`config.mk`:
```
export PLATFORM = sky130hd
export DESIGN_NAME = axi_lite_ipif_bridge
export DESIGN_NICKNAME = d
export VERILOG_FILES = /design/src/rtl/axi_lite_ipif_bridge_pkg.sv /design/src/rtl/axi_lite_ipif_bridge_dphase_timer.sv /design/src/rtl/axi_lite_ipif_bridge.sv
export SDC_FILE = /design/constraint.sdc
export NUM_CORES = 1
export LEC_CHECK = 0
export ABC_CLOCK_PERIOD_IN_PS = 1840
export CAP_MARGIN = 20
export CORE_ASPECT_RATIO = 1.25
export CORE_MARGIN = 8
export CORE_UTILIZATION = 30
export DETAILED_ROUTE_END_ITERATION = 6
export GPL_ROUTABILITY_DRIVEN = 0
export MAX_ROUTING_LAYER = met4
export PLACE_DENSITY = 0.79
export SKIP_LAST_GASP = 1
export SLEW_MARGIN = 20
export SYNTH_ARGS = -nofsm -noshare
export SYNTH_HDL_FRONTEND = slang
export SYNTH_SLANG_ARGS = --single-unit
```
`constraint.sdc`:
```
create_clock -name S_AXI_ACLK -period 1.84 [get_ports S_AXI_ACLK]
set_input_delay 0.368 -clock S_AXI_ACLK [delete_from_list [all_inputs] [get_ports S_AXI_ACLK]]
set_output_delay 0.368 -clock S_AXI_ACLK [all_outputs]
set_load 0.05 [all_outputs]
```
`src/rtl/axi_lite_ipif_bridge_pkg.sv`:
```
// Shared definitions for the AXI4-Lite to IPIF bridge: response codes and FSM states.
package axi_lite_ipif_bridge_pkg;

  localparam logic [1:0] RESP_OKAY   = 2'b00;
  localparam logic [1:0] RESP_SLVERR = 2'b10;
  localparam logic [1:0] RESP_DECERR = 2'b11;

  typedef enum logic [1:0] {
    ST_IDLE   = 2'd0,
    ST_ACCESS = 2'd1,
    ST_RESP   = 2'd2
  } state_e;

endpackage

```
`src/rtl/axi_lite_ipif_bridge_dphase_timer.sv`:
```
// Data-phase watchdog: loaded as the access strobe rises, counts while it is held,
// flags expiry on the last permitted cycle.
module axi_lite_ipif_bridge_dphase_timer #(
  parameter int unsigned TIMEOUT = 32
) (
  input  logic clk,
  input  logic rst,
  input  logic i_load,
  input  logic i_en,
  output logic o_expired_c
);

  localparam int unsigned CNT_W = $clog2(TIMEOUT + 1);

  logic [CNT_W-1:0] r_cnt;

  always_ff @(posedge clk) begin
    if (rst) begin
      r_cnt <= '0;
    end else if (i_load) begin
      r_cnt <= CNT_W'(TIMEOUT - 1);
    end else if (i_en && (r_cnt != '0)) begin
      r_cnt <= r_cnt - CNT_W'(1);
    end
  end

  assign o_expired_c = i_en && (r_cnt == '0);

endmodule

```
`src/rtl/axi_lite_ipif_bridge.sv`:
```
// AXI4-Lite slave to IPIF master bridge with a single outstanding access,
// address window decode and data-phase timeout.
module axi_lite_ipif_bridge
  import axi_lite_ipif_bridge_pkg::*;
#(
  parameter int unsigned C_S_AXI_DATA_WIDTH = 32,
  parameter int unsigned C_S_AXI_ADDR_WIDTH = 32,
  parameter logic [31:0] C_BASEADDR         = 32'hFFFF_FFFF,
  parameter logic [31:0] C_HIGHADDR         = 32'h0000_0000,
  parameter int unsigned C_DPHASE_TIMEOUT   = 32
) (
  input  logic                              S_AXI_ACLK,
  input  logic                              S_AXI_ARESET,
  input  logic [C_S_AXI_ADDR_WIDTH-1:0]     S_AXI_AWADDR,
  input  logic                              S_AXI_AWVALID,
  output logic                              S_AXI_AWREADY,
  input  logic [C_S_AXI_DATA_WIDTH-1:0]     S_AXI_WDATA,
  input  logic [C_S_AXI_DATA_WIDTH/8-1:0]   S_AXI_WSTRB,
  input  logic                              S_AXI_WVALID,
  output logic                              S_AXI_WREADY,
  output logic [1:0]                        S_AXI_BRESP,
  output logic                              S_AXI_BVALID,
  input  logic                              S_AXI_BREADY,
  input  logic [C_S_AXI_ADDR_WIDTH-1:0]     S_AXI_ARADDR,
  input  logic                              S_AXI_ARVALID,
  output logic                              S_AXI_ARREADY,
  output logic [C_S_AXI_DATA_WIDTH-1:0]     S_AXI_RDATA,
  output logic [1:0]                        S_AXI_RRESP,
  output logic                              S_AXI_RVALID,
  input  logic                              S_AXI_RREADY,
  output logic                              Bus2IP_Resetn,
  output logic [C_S_AXI_ADDR_WIDTH-1:0]     Bus2IP_Addr,
  output logic                              Bus2IP_CS,
  output logic                              Bus2IP_RNW,
  output logic [C_S_AXI_DATA_WIDTH-1:0]     Bus2IP_Data,
  output logic [C_S_AXI_DATA_WIDTH/8-1:0]   Bus2IP_BE,
  input  logic [C_S_AXI_DATA_WIDTH-1:0]     IP2Bus_Data,
  input  logic                              IP2Bus_RdAck,
  input  logic                              IP2Bus_WrAck,
  input  logic                              IP2Bus_Error
);

  localparam int unsigned AW = C_S_AXI_ADDR_WIDTH;
  localparam int unsigned DW = C_S_AXI_DATA_WIDTH;
  localparam int unsigned BW = C_S_AXI_DATA_WIDTH / 8;

  state_e          r_state, w_state_nxt;
  logic            r_wr_rdy, w_wr_rdy_nxt;
  logic            r_ar_rdy, w_ar_rdy_nxt;
  logic            r_cs, w_cs_nxt;
  logic            r_rnw, w_rnw_nxt;
  logic [AW-1:0]   r_addr, w_addr_nxt;
  logic [DW-1:0]   r_wdata, w_wdata_nxt;
  logic [BW-1:0]   r_be, w_be_nxt;
  logic [DW-1:0]   r_rdata, w_rdata_nxt;
  logic [1:0]      r_resp, w_resp_nxt;
  logic            r_bvalid, w_bvalid_nxt;
  logic            r_rvalid, w_rvalid_nxt;
  logic            r_last_rd, w_last_rd_nxt;
  logic            r_done, w_done_nxt;
  logic            r_resetn;
  logic            w_timer_load;
  logic            w_expired_c;
  logic            w_wr_req, w_grant_rd, w_ack, w_in_range;
  logic [AW:0]     w_lo_diff, w_hi_diff;

  assign w_wr_req   = S_AXI_AWVALID && S_AXI_WVALID;
  // Alternate when both directions are pending; otherwise serve whichever is present.
  assign w_grant_rd = S_AXI_ARVALID && (!w_wr_req || !r_last_rd);
  assign w_ack      = r_rnw ? IP2Bus_RdAck : IP2Bus_WrAck;

  // Borrow out of each subtraction means the latched address lies outside the window.
  assign w_lo_diff  = {1'b0, r_addr} - {1'b0, AW'(C_BASEADDR)};
  assign w_hi_diff  = {1'b0, AW'(C_HIGHADDR)} - {1'b0, r_addr};
  assign w_in_range = !w_lo_diff[AW] && !w_hi_diff[AW];

  axi_lite_ipif_bridge_dphase_timer #(
    .TIMEOUT (C_DPHASE_TIMEOUT)
  ) u_timer (
    .clk         (S_AXI_ACLK),
    .rst         (S_AXI_ARESET),
    .i_load      (w_timer_load),
    .i_en        (r_cs),
    .o_expired_c (w_expired_c)
  );

  always_ff @(posedge S_AXI_ACLK) begin
    r_resetn <= ~S_AXI_ARESET;
    if (S_AXI_ARESET) begin
      r_state   <= ST_IDLE;
      r_wr_rdy  <= 1'b0;
      r_ar_rdy  <= 1'b0;
      r_cs      <= 1'b0;
      r_rnw     <= 1'b0;
      r_addr    <= '0;
      r_wdata   <= '0;
      r_be      <= '0;
      r_rdata   <= '0;
      r_resp    <= RESP_OKAY;
      r_bvalid  <= 1'b0;
      r_rvalid  <= 1'b0;
      r_last_rd <= 1'b0;
      r_done    <= 1'b0;
    end else begin
      r_state   <= w_state_nxt;
      r_wr_rdy  <= w_wr_rdy_nxt;
      r_ar_rdy  <= w_ar_rdy_nxt;
      r_cs      <= w_cs_nxt;
      r_rnw     <= w_rnw_nxt;
      r_addr    <= w_addr_nxt;
      r_wdata   <= w_wdata_nxt;
      r_be      <= w_be_nxt;
      r_rdata   <= w_rdata_nxt;
      r_resp    <= w_resp_nxt;
      r_bvalid  <= w_bvalid_nxt;
      r_rvalid  <= w_rvalid_nxt;
      r_last_rd <= w_last_rd_nxt;
      r_done    <= w_done_nxt;
    end
  end

  always_comb begin
    w_state_nxt   = r_state;
    w_wr_rdy_nxt  = 1'b0;
    w_ar_rdy_nxt  = 1'b0;
    w_cs_nxt      = r_cs;
    w_rnw_nxt     = r_rnw;
    w_addr_nxt    = r_addr;
    w_wdata_nxt   = r_wdata;
    w_be_nxt      = r_be;
    w_rdata_nxt   = r_rdata;
    w_resp_nxt    = r_resp;
    w_bvalid_nxt  = r_bvalid;
    w_rvalid_nxt  = r_rvalid;
    w_last_rd_nxt = r_last_rd;
    w_done_nxt    = r_done;
    w_timer_load  = 1'b0;
    case (r_state)
      ST_IDLE: begin
        if (w_grant_rd) begin
          w_ar_rdy_nxt  = 1'b1;
          w_rnw_nxt     = 1'b1;
          w_addr_nxt    = S_AXI_ARADDR;
          w_last_rd_nxt = 1'b1;
          w_done_nxt    = 1'b0;
          w_state_nxt   = ST_ACCESS;
        end else if (w_wr_req) begin
          w_wr_rdy_nxt  = 1'b1;
          w_rnw_nxt     = 1'b0;
          w_addr_nxt    = S_AXI_AWADDR;
          w_wdata_nxt   = S_AXI_WDATA;
          w_be_nxt      = S_AXI_WSTRB;
          w_last_rd_nxt = 1'b0;
          w_done_nxt    = 1'b0;
          w_state_nxt   = ST_ACCESS;
        end
      end
      ST_ACCESS: begin
        // First ACCESS cycle carries the READY pulse; the strobe follows it.
        if (r_wr_rdy || r_ar_rdy) begin
          if (w_in_range) begin
            w_cs_nxt     = 1'b1;
            w_timer_load = 1'b1;
          end else begin
            w_resp_nxt   = RESP_DECERR;
            w_rdata_nxt  = '0;
            w_bvalid_nxt = !r_rnw;
            w_rvalid_nxt = r_rnw;
            w_state_nxt  = ST_RESP;
          end
        end else if (r_done) begin
          w_done_nxt   = 1'b0;
          w_bvalid_nxt = !r_rnw;
          w_rvalid_nxt = r_rnw;
          w_state_nxt  = ST_RESP;
        end else if (r_cs) begin
          if (w_ack) begin
            w_cs_nxt   = 1'b0;
            w_done_nxt = 1'b1;
            w_resp_nxt = IP2Bus_Error ? RESP_SLVERR : RESP_OKAY;
            if (r_rnw) begin
              w_rdata_nxt = IP2Bus_Data;
            end
          end else if (w_expired_c) begin
            w_cs_nxt    = 1'b0;
            w_done_nxt  = 1'b1;
            w_resp_nxt  = RESP_SLVERR;
            w_rdata_nxt = '0;
          end
        end
      end
      ST_RESP: begin
        if ((r_bvalid && S_AXI_BREADY) || (r_rvalid && S_AXI_RREADY)) begin
          w_bvalid_nxt = 1'b0;
          w_rvalid_nxt = 1'b0;
          w_state_nxt  = ST_IDLE;
        end
      end
      default: begin
        w_state_nxt = ST_IDLE;
      end
    endcase
  end

  assign S_AXI_AWREADY = r_wr_rdy;
  assign S_AXI_WREADY  = r_wr_rdy;
  assign S_AXI_ARREADY = r_ar_rdy;
  assign S_AXI_BRESP   = r_bvalid ? r_resp : RESP_OKAY;
  assign S_AXI_BVALID  = r_bvalid;
  assign S_AXI_RDATA   = r_rdata;
  assign S_AXI_RRESP   = r_rvalid ? r_resp : RESP_OKAY;
  assign S_AXI_RVALID  = r_rvalid;
  assign Bus2IP_Resetn = r_resetn;
  assign Bus2IP_Addr   = r_addr;
  assign Bus2IP_CS     = r_cs;
  assign Bus2IP_RNW    = r_rnw;
  assign Bus2IP_Data   = r_wdata;
  assign Bus2IP_BE     = r_be;

endmodule

```
==> results.json <==
{
  "ys_async_sr_fraction": 0,
  "clk_pin_slew_ns": 0.06,
  "cts_buffer_depth": 2,
  "cpPeakStageDelay_ns": 0.40,
  "finalSetupViolations": 0,
  "status": "complete, no violations",
  "initial_core_util": 0.305,
  "leakagePower_nw": 3.26,
  "endpoint_kind": "register",
  "cap_violations": 0,
  "rrSetupSlack_ns": 0.10,
  "final_core_util": 0.522,
  "cp_top_family": "compound AO/OA/AOI/OAI gates",
  "synth_area_per_cell_um2": 9.28,
  "fmax_ghz": 0.575,
  "maxSlewViolCount": 0,
  "period_share": 0.945,
  "ys_seq_area_frac": 0.520,
  "grtUsageTotal": 0.157,
  "clkSinkCount": 118,
  "rows": 50,
  "design_area_mm2": 0.00777,
  "synth_edf_count": 0,
  "placed_area_mm2": 0.00714,
  "cts_made_buffers": 17,
  "synthMuxAreaShare": 0.0775,
  "cellPowerDensity_mw_per_mm2": 986,
  "fill_cells": 1355,
  "root_buffer": "clkbuf_16",
  "worst-path-max-fanout": 32,
  "drt-total-wl_um": 15000,
  "grt_first_pass_wirelength_um": 23500,
  "wire_per_inst_um": 15.8,
  "design.die.area_mm2": 0.0193,
  "synth-simple-area-share": 0.120,
  "startpoint_type": "register",
  "synthAdderAreaFrac": 0.00551,
  "synth_compound_area_frac": 0.218,
  "grt-ovfl-total": 0,
  "hpwl_um": 11400,
  "coreArea_mm2": 0.0149,
  "r2r-start": "u_timer.r_cnt[0]$_SDFFE_PP0P_",
  "synth_xor_area_frac": 0.00579,
  "rsz0062_at_grt": "yes",
  "min_path_type": "input pin to register",
  "drcViolationCount": 0,
  "ant_nets": 0,
  "avgViaCountPerCell": 4.78,
  "required_ns": 2.14,
  "total_power_mw": 7.65,
  "die_w_um": 126,
  "clock_skew_ns": 0.00721,
  "synth_cell_type_count": 43,
  "hold_viol": 0,
  "synthFlopType": "dfxtp_1",
  "path_buf_inv": 2,
  "reg2reg_to": "S_AXI_RDATA[29]$_SDFFE_PP0P_",
  "ctsHoldBuffers": 0,
  "drt_iter0_drc": 231,
  "worstSkewPairLatency_ns": 0.41,
  "synth_top_family_by_area": "compound AO/OA/AOI/OAI gates",
  "relSlewSlack": 0.655,
  "htreeDepth": 4,
  "grt_max_degree": 65,
  "dr.pass1.iters": 4,
  "min_from": "S_AXI_ARESET",
  "arrival_ns": 2.04,
  "period_needed_ns": 1.74,
  "syn_to_final_growth_pct": 71.1,
  "drive_above_1_share": 0.235,
  "r2r_cells": 7,
  "vias": 4512,
  "diodes": 0,
  "multi_input_area_mm2": 0.00196,
  "die_h_um": 154,
  "cts_tree": "done",
  "ys_ff_latch": 118,
  "antenna_found_initial": 0,
  "syn_inst": 489,
  "seq_area_mm2": 0.00236,
  "portBuffers": 253,
  "grt_pass1_vias": 4580,
  "ios": 254,
  "critical_path.cell_chain": "inv_1 -> ha_1 -> or3b_4 -> o21ai_2 -> a31oi_4 -> buf_12 -> a22o_1",
  "tightest_slew_ns": 0.520,
  "yosys_warnings": 0,
  "netlist_area_mm2": 0.00454,
  "worst-setup-path-type": "register to register",
  "cp-startpoint": "u_timer.r_cnt[0]$_SDFFE_PP0P_",
  "nets": 893,
  "syn-num-nets": 633,
  "worst_path_max_delay_cell": "or3b_4",
  "vdd_drop_max_v": 0.000494,
  "hold_depth": 4,
  "holdPathEnd": "Bus2IP_Addr[23]$_SDFFE_PP0P_"
}
-- layout make-up --
cell class              instances  area share
clock buffers                  17      0.0548
repair buffers                279       0.331
multi-input cells             326       0.252
clock inverters                15      0.0248
flip-flops and latches        118       0.304
inverters                       7     0.00338
well taps                     182      0.0293
-- timing repair --
| action | 4_1_cts | 5_1_grt |
|---|---|---|
| endpoints found under the setup margin | 3 | 36 |
| gates resized for setup | 3 | 3 |
| hold endpoints to repair | 0 | 0 |
| buffers inserted | 0 | 0 |
| pin swaps | 0 | 0 |
-- metrics by stage --
| step | TNS, ns | setup WS, ns | hold slack (ns) | std cells |
|---|---|---|---|---|
| CTS | 0 | 0.0193 | 0.343 | 944 |
| global placement | -7.20 | -0.206 | 0.441 | 912 |
| global route | -0.0127 | -0.0127 | 0.374 | 944 |
| finish | 0 | 0.102 | 0.336 | 944 |
| detailed placement | -8.48 | -0.220 | 0.447 | 912 |
| floorplan | 0 | 0.00842 | 0.464 | 489 |
-- report_power, final --
| part | switching, mW | internal [mW] |
|---|---|---|
| logic | 0.849 | 0.623 |
| registers | 0.0686 | 2.69 |
| clock network | 1.26 | 2.16 |
| total | 2.18 | 5.48 |
-- layer usage --
| metal | up-vias | routed length, um | GRT usage |
|---|---|---|---|
| met1 | 2057 | 5990 | 0.164 |
| li1 | 2244 | - | - |
| met4 | 0 | 257 | 0.0609 |
| met2 | 193 | 7540 | 0.267 |
| met3 | 18 | 1170 | 0.0536 |
| met5 | - | 0 | - |
-- logic make-up (layout without fill, tap and decap cells) --
group,after synthesis,after routing
compound gates,162,162
fa+ha+maj,2,2
flops,118,118
mux,35,35
buf+inv,45,318
xor+xnor,3,3
simple gates,124,124
-- synthesized netlist by cell type (2+ instances only) --
cell type	count	area [um^2]
dfxtp_1	118	2360
buf_4	2	15.0
a21oi_1	77	385
buf_2	13	65.1
clkbuf_1	17	63.8
nor2_1	17	63.8
inv_1	7	26.3
nand2b_1	4	25.0
o21ai_1	12	60.1
nor3_1	5	25.0
a22o_1	32	280
nand4_1	2	12.5
o21ai_0	28	140
mux2i_1	34	340
nand3_1	2	10.0
or3b_1	2	17.5
nor3_2	2	20.0
buf_6	6	67.6
ha_1	2	25.0
and2_1	3	18.8
and4_1	2	17.5
xor2_1	2	17.5
nand2_1	80	300
-- worst max path at each step --
stage                                    endpoint  slack [ns]  cells after the start
finish               S_AXI_RDATA[29]$_SDFFE_PP0P_        0.10                      7
global placement     S_AXI_RDATA[25]$_SDFFE_PP0P_       -0.21                      6
floorplan                          S_AXI_RRESP[1]       0.008                      2
global route        u_timer.r_cnt[1]$_SDFFE_PP0P_       -0.01                      6
CTS                  S_AXI_RDATA[14]$_SDFFE_PP0P_        0.02                      7
detailed placement    S_AXI_RDATA[7]$_SDFFE_PP0P_       -0.22                      6
-- worst reg2reg max path, cell delays in order (launching register included) --
cell and delay [ns]:
dfxtp_1 0.31, inv_1 0.07, ha_1 0.16, or3b_4 0.40, o21ai_2 0.19, a31oi_4 0.11, buf_12 0.19, a22o_1 0.19
-- cells in the final DEF (no fill, tap or decap), drive strengths merged, types with 2 or more instances in the layout --
master           n
dfxtp          118
and4             2
buf            136
clkinv           5
dlygate4sd2      3
mux2i           34
o21ai           41
nand2b           4
clkdlybuf4s50  140
and2             3
nor2            17
nand2           80
nand3            2
or3b             2
xor2             2
nor3             7
inv             13
a22o            32
ha               2
clkbuf          17
bufinv           3
a21oi           77
nand4            2
-- state kept, by name, summed over array words and instances (netlist names) --
signal,cells
Bus2IP_Addr,32
r_done,1
u_timer.r_cnt,6
S_AXI_RVALID,1
S_AXI_AWREADY,1
Bus2IP_Resetn,1
r_resp,2
r_state,2
S_AXI_BVALID,1
S_AXI_ARREADY,1
Bus2IP_CS,1
S_AXI_RDATA,32
Bus2IP_BE,4
Bus2IP_Data,32
r_last_rd,1
(Power assumes the default switching activity.)
